`src/rtl/mem_access_ctrl.sv`:
```
// MEM-stage load/store sequencer for a single-port word SRAM without byte enables.
// Sub-word stores run as read-modify-write; loads return the lane-selected, extended word.
module mem_access_ctrl #(
  parameter int AW = 10
) (
  input  logic          clk,
  input  logic          reset,
  input  logic          req,
  input  logic [2:0]    dm_ctrl,
  input  logic [31:0]   addr,
  input  logic [31:0]   wdata,
  output logic [31:0]   rdata,
  output logic          ack,
  output logic          stall,
  output logic          addr_err,
  output logic          mem_en,
  output logic          mem_we,
  output logic [AW-1:0] mem_addr,
  output logic [31:0]   mem_wdata,
  input  logic [31:0]   mem_rdata
);

  localparam logic [2:0] LB  = 3'b000;
  localparam logic [2:0] LBU = 3'b001;
  localparam logic [2:0] LH  = 3'b010;
  localparam logic [2:0] LHU = 3'b011;
  localparam logic [2:0] LW  = 3'b100;
  localparam logic [2:0] SB  = 3'b101;
  localparam logic [2:0] SH  = 3'b110;
  localparam logic [2:0] SW  = 3'b111;

  typedef enum logic [2:0] {IDLE, READ, WAIT, MERGE, WRITE, DONE} state_t;

  state_t       state_q;
  logic [2:0]   ctrl_q;
  logic [AW+1:0] addr_q;
  logic [31:0]  wdata_q;
  logic [31:0]  rdata_q;
  logic [31:0]  merge_q;
  logic         err_q;
  logic         ack_q;
  logic         addr_err_q;
  logic         mem_en_q;
  logic         mem_we_q;

  logic         misaligned;
  logic [7:0]   byte_lane;
  logic [15:0]  half_lane;
  logic [31:0]  load_val;
  logic [31:0]  merge_val;
  logic         unused_addr_hi;

  // Only the word-address and lane bits of the byte address matter to this block.
  assign unused_addr_hi = ^addr[31:AW+2];

  always_comb begin
    misaligned = 1'b0;
    case (dm_ctrl)
      LH, LHU, SH: misaligned = addr[0];
      LW, SW:      misaligned = |addr[1:0];
      default:     misaligned = 1'b0;
    endcase
  end

  always_comb begin
    byte_lane = mem_rdata[7:0];
    case (addr_q[1:0])
      2'd1:    byte_lane = mem_rdata[15:8];
      2'd2:    byte_lane = mem_rdata[23:16];
      2'd3:    byte_lane = mem_rdata[31:24];
      default: byte_lane = mem_rdata[7:0];
    endcase
    half_lane = addr_q[1] ? mem_rdata[31:16] : mem_rdata[15:0];

    load_val = mem_rdata;
    case (ctrl_q)
      LB:      load_val = {{24{byte_lane[7]}}, byte_lane};
      LBU:     load_val = {24'h0, byte_lane};
      LH:      load_val = {{16{half_lane[15]}}, half_lane};
      LHU:     load_val = {16'h0, half_lane};
      default: load_val = mem_rdata;
    endcase

    // Only the addressed lane is replaced; the rest of the word is written back as read.
    merge_val = mem_rdata;
    if (ctrl_q == SB) begin
      case (addr_q[1:0])
        2'd1:    merge_val[15:8]  = wdata_q[7:0];
        2'd2:    merge_val[23:16] = wdata_q[7:0];
        2'd3:    merge_val[31:24] = wdata_q[7:0];
        default: merge_val[7:0]   = wdata_q[7:0];
      endcase
    end else if (addr_q[1]) begin
      merge_val[31:16] = wdata_q[15:0];
    end else begin
      merge_val[15:0] = wdata_q[15:0];
    end
  end

  always_ff @(posedge clk) begin
    if (reset) begin
      state_q    <= IDLE;
      ctrl_q     <= '0;
      addr_q     <= '0;
      wdata_q    <= '0;
      rdata_q    <= '0;
      merge_q    <= '0;
      err_q      <= 1'b0;
      ack_q      <= 1'b0;
      addr_err_q <= 1'b0;
      mem_en_q   <= 1'b0;
      mem_we_q   <= 1'b0;
    end else begin
      ack_q      <= 1'b0;
      addr_err_q <= 1'b0;
      mem_en_q   <= 1'b0;
      mem_we_q   <= 1'b0;
      case (state_q)
        IDLE: begin
          if (req) begin
            ctrl_q  <= dm_ctrl;
            addr_q  <= addr[AW+1:0];
            wdata_q <= wdata;
            err_q   <= misaligned;
            if (misaligned) begin
              state_q    <= DONE;
              ack_q      <= 1'b1;
              addr_err_q <= 1'b1;
            end else if (dm_ctrl == SW) begin
              state_q  <= WRITE;
              mem_en_q <= 1'b1;
              mem_we_q <= 1'b1;
            end else begin
              state_q  <= READ;
              mem_en_q <= 1'b1;
            end
          end
        end
        READ: begin
          state_q <= (ctrl_q inside {LB, LBU, LH, LHU, LW}) ? WAIT : MERGE;
        end
        WAIT: begin
          rdata_q    <= load_val;
          state_q    <= DONE;
          ack_q      <= 1'b1;
          addr_err_q <= err_q;
        end
        MERGE: begin
          merge_q  <= merge_val;
          state_q  <= WRITE;
          mem_en_q <= 1'b1;
          mem_we_q <= 1'b1;
        end
        WRITE: begin
          state_q    <= DONE;
          ack_q      <= 1'b1;
          addr_err_q <= err_q;
        end
        DONE: begin
          state_q <= IDLE;
        end
        default: begin
          state_q <= IDLE;
        end
      endcase
    end
  end

  // Reset gates the SRAM strobes so a reset landing in WRITE never commits the store.
  assign mem_en    = mem_en_q & ~reset;
  assign mem_we    = mem_we_q & ~reset;
  assign mem_addr  = addr_q[AW+1:2];
  assign mem_wdata = (ctrl_q == SW) ? wdata_q : merge_q;
  assign rdata     = rdata_q;
  assign ack       = ack_q;
  assign addr_err  = addr_err_q;
  assign stall     = req & ~ack_q;

endmodule

```
`config.mk`:
```
export PLATFORM = sky130hd
export DESIGN_NAME = mem_access_ctrl
export DESIGN_NICKNAME = d
export VERILOG_FILES = /design/src/rtl/mem_access_ctrl.sv
export SDC_FILE = /design/constraint.sdc
export NUM_CORES = 1
export LEC_CHECK = 0
export ABC_AREA = 0
export BUFFER_PORTS_ARGS = -buffer_cell sky130_fd_sc_hd__buf_2
export CAP_MARGIN = 20
export CORE_MARGIN = 10
export CORE_UTILIZATION = 40
export CTS_CLUSTER_DIAMETER = 120
export DETAILED_ROUTE_END_ITERATION = 8
export PLACE_DENSITY = 0.68
export SYNTH_ARGS = -nofsm -noshare
export SYNTH_HDL_FRONTEND = slang
export SYNTH_SLANG_ARGS = --single-unit
```
`constraint.sdc`:
```
create_clock -name clk -period 1.7 [get_ports clk]
set_input_delay 0.34 -clock clk [delete_from_list [all_inputs] [get_ports clk]]
set_output_delay 0.34 -clock clk [all_outputs]
set_load 0.01 [all_outputs]
```
After elaboration in Yosys (flattened, before gate mapping)
Index checks and enable logic that the tools add are counted.

word-level totals
  register bits = 119
  bits of input ports = 102
  logic and storage cells = 72

operators by class
  eq/ne operators = 19
  muxes and demuxes = 28
  bitwise logic cells = 5
  reduce and logical (&&, ||, !) cells = 9

operators with widths
  kind                                            count
  one-hot mux 32 bit (4 select lines)             1
  two-way mux 32 bit                              2
  two-way mux 16 bit                              3
  two-way mux 8 bit                               4
  one-hot mux 8 bit (3 select lines)              1
  == test 3 bit (second input constant)           7
  == test 3 x 2 -> 1 bit (second input constant)  6
  one-hot mux 3 bit (4 select lines)              1
  one-hot mux 1 bit (2 select lines)              5
  two-way mux 3 bit                               3
  two-way mux 1 bit                               8
  == test 3 x 1 -> 1 bit (second input constant)  2
  zero test 3 bit                                 2
  OR reduction 2 bit                              3
  OR reduction 3 bit                              2
  nonzero test 5 bit                              1
  == test 2 bit (second input constant)           2
  bitwise AND 1 bit                               3
  == test 2 x 1 -> 1 bit (second input constant)  1
  inequality test 2 bit (second input constant)   1
  inverter 1 bit                                  2
  AND reduction 2 bit                             1

Longest topological paths before layout
Gate-level depths: netlist of the first run.

  depth after elaboration = 6
  mapped depth = 7
  gate-level depth less buffers = 4

Least setup slack after synthesis of the first run
Ideal clock, no wire load.

  path kind = reg-to-output
  start point = reg ctrl_q[2]
  end point = out mem_wdata[10]
  data arrival time = 1.332 ns
  required time = 1.360 ns
  setup slack = 0.028 ns
  stages on the path, launching flop included = 5
  path buffers = 2
  path through = dfxtp_1 -> buf_2 -> nand3_1 -> clkbuf_1 -> mux2_2

between the ends
  cells in the longest elaborated chain, start to end = 2

ends and longest elaborated chain
  element                 RTL line  text
  start, declared         35        logic [2:0] ctrl_q;
  start signal, assigned  121       ctrl_q <= dm_ctrl;
  == test 3 bit           173       assign mem_wdata = (ctrl_q == SW) ? wdata_q : merge_q;
  two-way mux 32 bit      173
  end, declared           19        output logic [31:0] mem_wdata,

No other way between the ends.

Worst setup path in the final report of the first run
  start point = reg ctrl_q[0]
  end point = out mem_wdata[20]

Same word-level chain as after synthesis.

==> summary.md, run 1 <==
| Metric | Value |
|---|---|
| Root buffer selected by CTS | sky130_fd_sc_hd__clkbuf_16 |
| Non-filler instance count after layout | between 1000 and 1500 |
| Detailed-route DRC error count | 0 |
| M2 GR Usage | 28.98% |
| Port Buf Inserts | 160 |
| Grt total ovfl | 0 |
| Proportion of layout cells with a drive suffix above 1 | 37.92% |
| Number of endpoints with negative hold slack in the final report | 0 |
| Sequential element share of the synthesized area | around two fifths |
| Type of element capturing the critical path | output pin |
| Placed cell count | 1010 |
| H-tree levels | 4 |
| Cell type group with the largest total delay on the critical path | buffers and inverters |
| Routed wire length per instance | a little under 20 um |
| Slowest cell on the critical path | sky130_fd_sc_hd__mux2_2 |
| Vias in the first global route | roughly 5500 |
| Register-to-register setup slack | 20 ps |
| Routability congestion estimate from global placement | 0.8877 |
| Overall routed net length | 20.38 mm |
| Path type of the worst setup path | flop to output pin |
| Startpoint of the worst hold path | wdata[4] |
| Number of setup violations in the final report | 32 |
| Most used flip-flop cell after synthesis | sky130_fd_sc_hd__dfxtp_1 |
| Violated checks | setup timing |
| Worst Reg-to-Reg Cells | 6 |
| Synth warn | 0 |
| Number of iterations in the first detailed-routing pass | 5 |
| Post-DP HPWL | 14.00 mm |
| Number of CTS-inserted buffers | 17 |
| Fraction of registers with async set/reset | 0% |
| Number of rows created at floorplan | 43 |
| Largest net degree at the start of global routing | just over 50 |
| Number of vias after detailed routing | 5777 |
| End of the worst register-to-register path | rdata[25]$_SDFFE_PP0N_ |
| Remaining max-slew budget at the tightest pin | 70.59% |
| Final-stage net count | 963 |
| Minimum clock period after layout | slightly below 2000 ps |
| Clock sink count | 119 |
| Register clock-pin slew on the reported worst setup and hold paths | roughly 50 ps |
| Met3 layer usage reported by global route | 7.539% |
| Iteration-0 DRC Markers | 495 |
| Critical path, cell by cell | nand3_4 > buf_12 > buf_16 > mux2_2 > buf_6 |
| EDFF count, synth | 0 |
| Pin slew with the least headroom to its limit | roughly 440 ps |
| Unrepaired setup endpoints after global routing | yes |
| Crit path depth | 5 |
| Post-Place Worst Slack | between 30 and 40 ps |
| Slack of the critical path | -283.6 ps |
| Power per cell area | roughly 1100 nW/um^2 |
| Period utilization | 116.7% |
| Highest ir drop seen on vdd | roughly 0.67 mV |
| Area grow syn2layout | 40.26% |
| Utilization after layout | approximately 58% |
| Run status | finished with violations |
| Max capacitance violation total | 0 |
| Instance count of the mapped netlist | slightly below 700 |
| Longest individual stage delay on the worst path | approximately 340 ps |
| CTS tree | built |
| Total GRT Usage | between 10% and 20% |
| Initial Util | slightly above 40% |
| Mapped cell area | approximately 5700 sq um |
| Count of different cell masters after synthesis | 43 |
| CP Buf/Inv Count | 3 |
| Synthesized net count | approximately 800 |
| Vertical extent of the die | 139.9 um |
| Placed inst area | between 6000 and 7000 sq um |
| Final Skew | around 7.3 ps |
| Most common cell after layout, fill and taps aside | sky130_fd_sc_hd__nand2_1 |
| Startpoint types | flop |
| Die outline width | 139.9 um |
| Slew Limit Fails | 0 |
| Routed Antenna Nets | 0 |
| Placeable core region | roughly 14000 sq um |
| Highest-count cells in the layout ignoring fill and taps | 145 x sky130_fd_sc_hd__nand2_1, 127 x sky130_fd_sc_hd__buf_2, 114 x sky130_fd_sc_hd__dfxtp_1, 72 x sky130_fd_sc_hd__nor2_1, 53 x sky130_fd_sc_hd__a21oi_1 |
| WHS | approximately 150 ps |
| Crit path DAT | ~1600 ps |
| Total of flip-flops plus latches after synthesis | roughly 120 |
| Max Clock Freq | 0.5041 GHz |
| Post-Synthesis Mean Instance Area | just over 8 sq um |
| Final standard cell area without fillers | approximately 8100 sq um |
| Clk Latency, worst-skew pair | about 420 ps |
| Grt met1 use | around a quarter |
| Vias per cell | around 5.5 |
| Worst Path Required | approximately 1400 ps |
| Worst Hold Path EP | wdata_q[4]$_SDFFE_PP0P_ |
| Gr busiest metal | met2 |
| Launch point of the worst reg-to-reg path | ctrl_q[1]$_SDFFE_PP0P_ |
| Antenna violations before repair | 1 |
| Class of the most critical hold timing path | input port to flop |
| Global-route wire length before repair | 30.64 mm |
| Static leakage | 3.289 nW |
| Die ar. | a little under 20000 sq um |
| Clk buf depth | 2 |
| Boundary pin count | 181 |
| Cell depth of the worst min-delay path | 3 |
| Max FO, Critical Path | 8 |
state kept, by name (all words and copies together), names as in the netlist:
| signal | flops |
|---|---|
| addr_q | 12 |
| err_q | 1 |
| mem_en_q | 1 |
| mem_we_q | 1 |
| ctrl_q | 3 |
| state_q | 3 |
| merge_q | 32 |
| rdata | 32 |
| wdata_q | 32 |
| ack | 1 |
| addr_err | 1 |
timing repair:
action	4_1_cts	5_1_grt
hold endpoints to repair	0	0
cloned	3	3
endpoints found under the setup margin	32	89
gates resized for setup	52	42
pin swaps	2	13
hold buffers	0	0
buffers inserted	4	4
worst min-delay path, delay by kind of cell:
kind	cells	cell delay (ps)
buffers and inverters	1	90
AO/OA/AOI/OAI	1	50
AND/OR/NAND/NOR	1	40
synth_stat cells (all sizes together) (11+ instances only):
library cell	count	area, sq um
mux2i	11	110.1
nand2	152	570.6
nand2b	15	93.84
nor2	73	274.0
a21oi	54	274.0
nand3	14	70.07
dfxtp	119	2382
o21a	17	127.6
a22oi	13	97.59
a311oi	29	254.0
mux2	40	450.4
buf	32	196.4
clkbuf	35	131.4
a211oi	36	320.3
cell type report:
type                       count  area [sq um]
antenna                        1         2.502
multi-input combinational    507          3241
fill                        1300          5924
clock buffer                  22         474.2
timing repair buffer         215          1627
tap                          180         225.2
inverter                       1         3.754
sequential                   119          2391
clock inverter                 9         100.1
per-stage QoR:
stage	total power [W]	TNS [ps]
6_report	0.008648	-7277
5_1_grt	0.009047	-9241
4_1_cts	0.008573	-8472
3_3_place_gp	0.004965	0
2_1_floorplan	0.004330	0
3_5_place_dp	0.004991	0
layer usage:
layer / wire (um) / vias up / part of all wire, %
met2: 9047 / 252 / 44
met1: 8866 / 2730 / 44
met5: 0 / - / 0
met4: 419 / 0 / 2.1
li1: - / 2764 / -
met3: 2049 / 31 / 10
where the power goes:
part,leakage (nW),internal (W),total (W),switching [W]
clock network,0.282,0.00225,0.00352,0.00127
registers,0.971,0.00306,0.00326,0.000202
logic,2.04,0.000834,0.00187,0.00103
worst max-delay path by stage:
stage | to | slack (ps) | from
CTS | mem_wdata[2] | -300 | ctrl_q[1]$_SDFFE_PP0P_
floorplan | mem_wdata[10] | 30 | ctrl_q[2]$_SDFFE_PP0P_
global placement | rdata[18]$_SDFFE_PP0N_ | 60 | mem_rdata[23]
detailed placement | rdata[24]$_SDFFE_PP0N_ | 30 | mem_rdata[23]
finish | mem_wdata[20] | -280 | ctrl_q[0]$_SDFFE_PP0P_
global route | mem_wdata[29] | -330 | ctrl_q[0]$_SDFFE_PP0P_
kinds of logic (layout without fill, tap and decap cells):
group,Yosys count,count (layout),share of synthesized area (%)
simple gates,284,284,21.41
compound gates,171,171,21.48
flops,119,119,41.44
buf+inv,68,247,5.767
mux,51,51,9.750
xor+xnor,1,1,0.1524
other cells,0,1,0
Power figures use the tool's default switching activity.
==> run 2: changes to the inputs <==
--- a/config.mk
+++ b/config.mk
@@ -6,13 +6,14 @@
 export NUM_CORES = 1
 export LEC_CHECK = 0
 export ABC_AREA = 0
-export BUFFER_PORTS_ARGS = -buffer_cell sky130_fd_sc_hd__buf_2
 export CAP_MARGIN = 20
 export CORE_MARGIN = 10
-export CORE_UTILIZATION = 40
+export CORE_UTILIZATION = 55
 export CTS_CLUSTER_DIAMETER = 120
 export DETAILED_ROUTE_END_ITERATION = 8
-export PLACE_DENSITY = 0.68
+export DONT_BUFFER_PORTS = 1
+export PLACE_DENSITY = 0.73
+export SKIP_CTS_REPAIR_TIMING = 1
 export SYNTH_ARGS = -nofsm -noshare
 export SYNTH_HDL_FRONTEND = slang
 export SYNTH_SLANG_ARGS = --single-unit
==> summary.md, run 2 (same netlist as run 1, synthesis figures left out) <==
| Metric | Value |
|---|---|
| Vertical extent of the die | 122.2 um (-13%) |
| Boundary pin count | 181 (unchanged) |
| Startpoint types | flop |
| Total GRT Usage | 22.69% (+3.2 points) |
| Global-route wire length before repair | 26.68 mm (-13%) |
| Static leakage | 2.465 nW (-25%) |
| Number of iterations in the first detailed-routing pass | 7 (+2) |
| Die ar. | 14940 sq um (-24%) |
| Vias in the first global route | 4931 (-10%) |
| Grt total ovfl | 0 (unchanged) |
| Register-to-register setup slack | 10 ps (about the same) |
| Overall routed net length | 18.75 mm (-8.0%) |
| Total inserted antenna cells | 0 (-1) |
| Clk buf depth | 2 (unchanged) |
| Path type of the worst setup path | flop to output pin |
| End of the worst register-to-register path | rdata[24]$_SDFFE_PP0N_ |
| Startpoint of the worst hold path | reset |
| Cell depth of the worst min-delay path | 1 (-2) |
| WHS | -97.19 ps (-251.8 ps) |
| Highest ir drop seen on vdd | 0.6633 mV (-0.78%) |
| Clk Latency, worst-skew pair | 520 ps (+100 ps) |
| Minimum clock period after layout | 1962 ps (-21.16 ps) |
| Worst Hold Path EP | addr_q[9]$_SDFFE_PP0P_ |
| Pin slew with the least headroom to its limit | 401.0 ps (-40.22 ps) |
| Number of rows created at floorplan | 37 (-14%) |
| Longest individual stage delay on the worst path | 370 ps (+30 ps) |
| Root buffer selected by CTS | sky130_fd_sc_hd__clkbuf_8 |
| Launch point of the worst reg-to-reg path | ctrl_q[1]$_SDFFE_PP0P_ |
| Post-DP HPWL | 12.57 mm (-10%) |
| Iteration-0 DRC Markers | 599 (+21%) |
| Power consumption | 0.008177 W (-5.4%) |
| Vias per cell | 6.152 (+12%) |
| Placeable core region | 10280 sq um (-27%) |
| Worst Path Required | 1360 ps (about the same) |
| Area grow syn2layout | 20.00% |
| Slowest cell on the critical path | sky130_fd_sc_hd__dfxtp_4 |
| Detailed-route DRC error count | 0 (unchanged) |
| Proportion of layout cells with a drive suffix above 1 | 19.27% (-19 points) |
| Highest-count cells in the layout ignoring fill and taps | 151 x sky130_fd_sc_hd__nand2_1, 115 x sky130_fd_sc_hd__dfxtp_1, 72 x sky130_fd_sc_hd__nor2_1, 53 x sky130_fd_sc_hd__a21oi_1, 29 x sky130_fd_sc_hd__a311oi_1 |
| Max FO, Critical Path | 8 (unchanged) |
| Number of CTS-inserted buffers | 17 (unchanged) |
| Routed Antenna Nets | 0 (unchanged) |
| Routed wire length per instance | 22.14 um (+14%) |
| Most common cell after layout, fill and taps aside | sky130_fd_sc_hd__nand2_1 |
| Run status | finished with violations |
| Placed inst area | 5898 sq um (-14%) |
| Crit path DAT | 1620 ps (-20 ps) |
| Area of all sequential standard cells | 2395 sq um (+0.16%) |
| Number of endpoints with negative hold slack in the final report | 98 (+98) |
| Critical path, cell by cell | nand3_4 > clkbuf_16 > mux2_2 |
| Max Clock Freq | 0.5096 GHz (+1.1%) |
| Type of element capturing the critical path | output pin |
| Class of the most critical hold timing path | input port to flop |
| Total area of multi-input combinational cells | 3154 sq um (-2.7%) |
| Routability congestion estimate from global placement | 0.8828 (-0.55%) |
| Largest net degree at the start of global routing | 120 (+140%) |
| Period utilization | 115.4% (-1.2 points) |
| Worst setup path startpoint | ctrl_q[2]$_SDFFE_PP0P_ |
| Clock sink count | 119 (unchanged) |
| Final-layout fill cell count | 812 (-38%) |
| Utilization after layout | 67.13% (+9.5 points) |
| Final standard cell area without fillers | 6899 sq um (-14%) |
| Register clock-pin slew on the reported worst setup and hold paths | 50 ps (about the same) |
| Port Buf Inserts | 0 (-100%) |
| Remaining max-slew budget at the tightest pin | 73.27% (+2.7 points) |
| Number of vias after detailed routing | 5211 (-9.8%) |
| Final Skew | 9.605 ps (+2.278 ps) |
| Slack of the critical path | -262.4 ps (+21.16 ps) |
| Final-stage net count | 800 (-17%) |
| CTS tree | built |
| Initial Util | 55.94% (+15 points) |
| Sum of negative setup slack | -7956 ps (-678.9 ps) |
| Power per cell area | 1185 nW/um^2 (+11%) |
| Max capacitance violation total | 0 (unchanged) |
| Number of setup violations in the final report | 32 (unchanged) |
| Worst Reg-to-Reg Cells | 6 (unchanged) |
| Unrepaired setup endpoints after global routing | yes |
| Die outline width | 122.2 um (-13%) |
| H-tree levels | 4 (unchanged) |
| Violated checks | hold timing, setup timing |
| Slew Limit Fails | 0 (unchanged) |
| Antenna violations before repair | 0 (-1) |
[run 2: changes by cell type in the layout (fill, tap and decap cells not counted), moves of 3 or more]
| cell | change |
|---|---|
| sky130_fd_sc_hd__a311oi_1 | +4 |
| sky130_fd_sc_hd__a311oi_2 | -4 |
| sky130_fd_sc_hd__dfxtp_2 | -3 |
| sky130_fd_sc_hd__dlygate4sd3_1 | +17 |
| sky130_fd_sc_hd__buf_4 | -15 |
| sky130_fd_sc_hd__buf_2 | -127 |
| sky130_fd_sc_hd__nand2_2 | -3 |
| sky130_fd_sc_hd__nand2_1 | +6 |
| sky130_fd_sc_hd__nand2_4 | -3 |
| sky130_fd_sc_hd__buf_6 | -35 |
[run 2: critical path, delay by kind of cell, from the launching register on]
kind	cells	cell delay, ps
buffers and inverters	1	190
DFF	1	370
muxes	1	370
and+or+nand+nor	1	170
[run 2: stage by stage]
step	setup slack, ps	cells
detailed placement	55.71	791
global route	-295.4	847
floorplan	27.67	694
global placement	113.9	791
CTS	-373.0	823
finish	-262.4	847
[run 2: worst max path at each step]
stage,end,slack [ps],cells past startpoint
CTS,mem_wdata[9],-370,3
floorplan,mem_wdata[10],30,4
global route,mem_wdata[8],-300,3
global placement,state_q[0]$_SDFFE_PP0P_,110,5
detailed placement,state_q[0]$_SDFFE_PP0P_,60,5
finish,mem_wdata[23],-260,3
[run 2: metal layers]
layer	global-route usage [%]	wire length (um)	up-vias
met3	10.88	2749	30
met4	7.437	314	0
met5	0	0	-
met1	27.43	7121	2441
li1	-	-	2434
met2	34.89	8565	306
[run 2: cell type report]
cell class,count,area share (%)
clock inverters,9,1.415
flip-flops and latches,119,34.71
well taps,136,2.466
repair buffers,52,8.669
multi-input cells,507,45.72
clock buffers,23,6.910
inverters,1,0.1088
[run 2: report_power, final]
group	total [W]	internal [W]	leakage, nW	switching [W]
Combinational	0.00138	0.000607	1.21	0.000778
Sequential	0.00334	0.00306	0.972	0.000278
Clock	0.00346	0.00222	0.287	0.00123
Total	0.00818	0.00589	2.46	0.00229
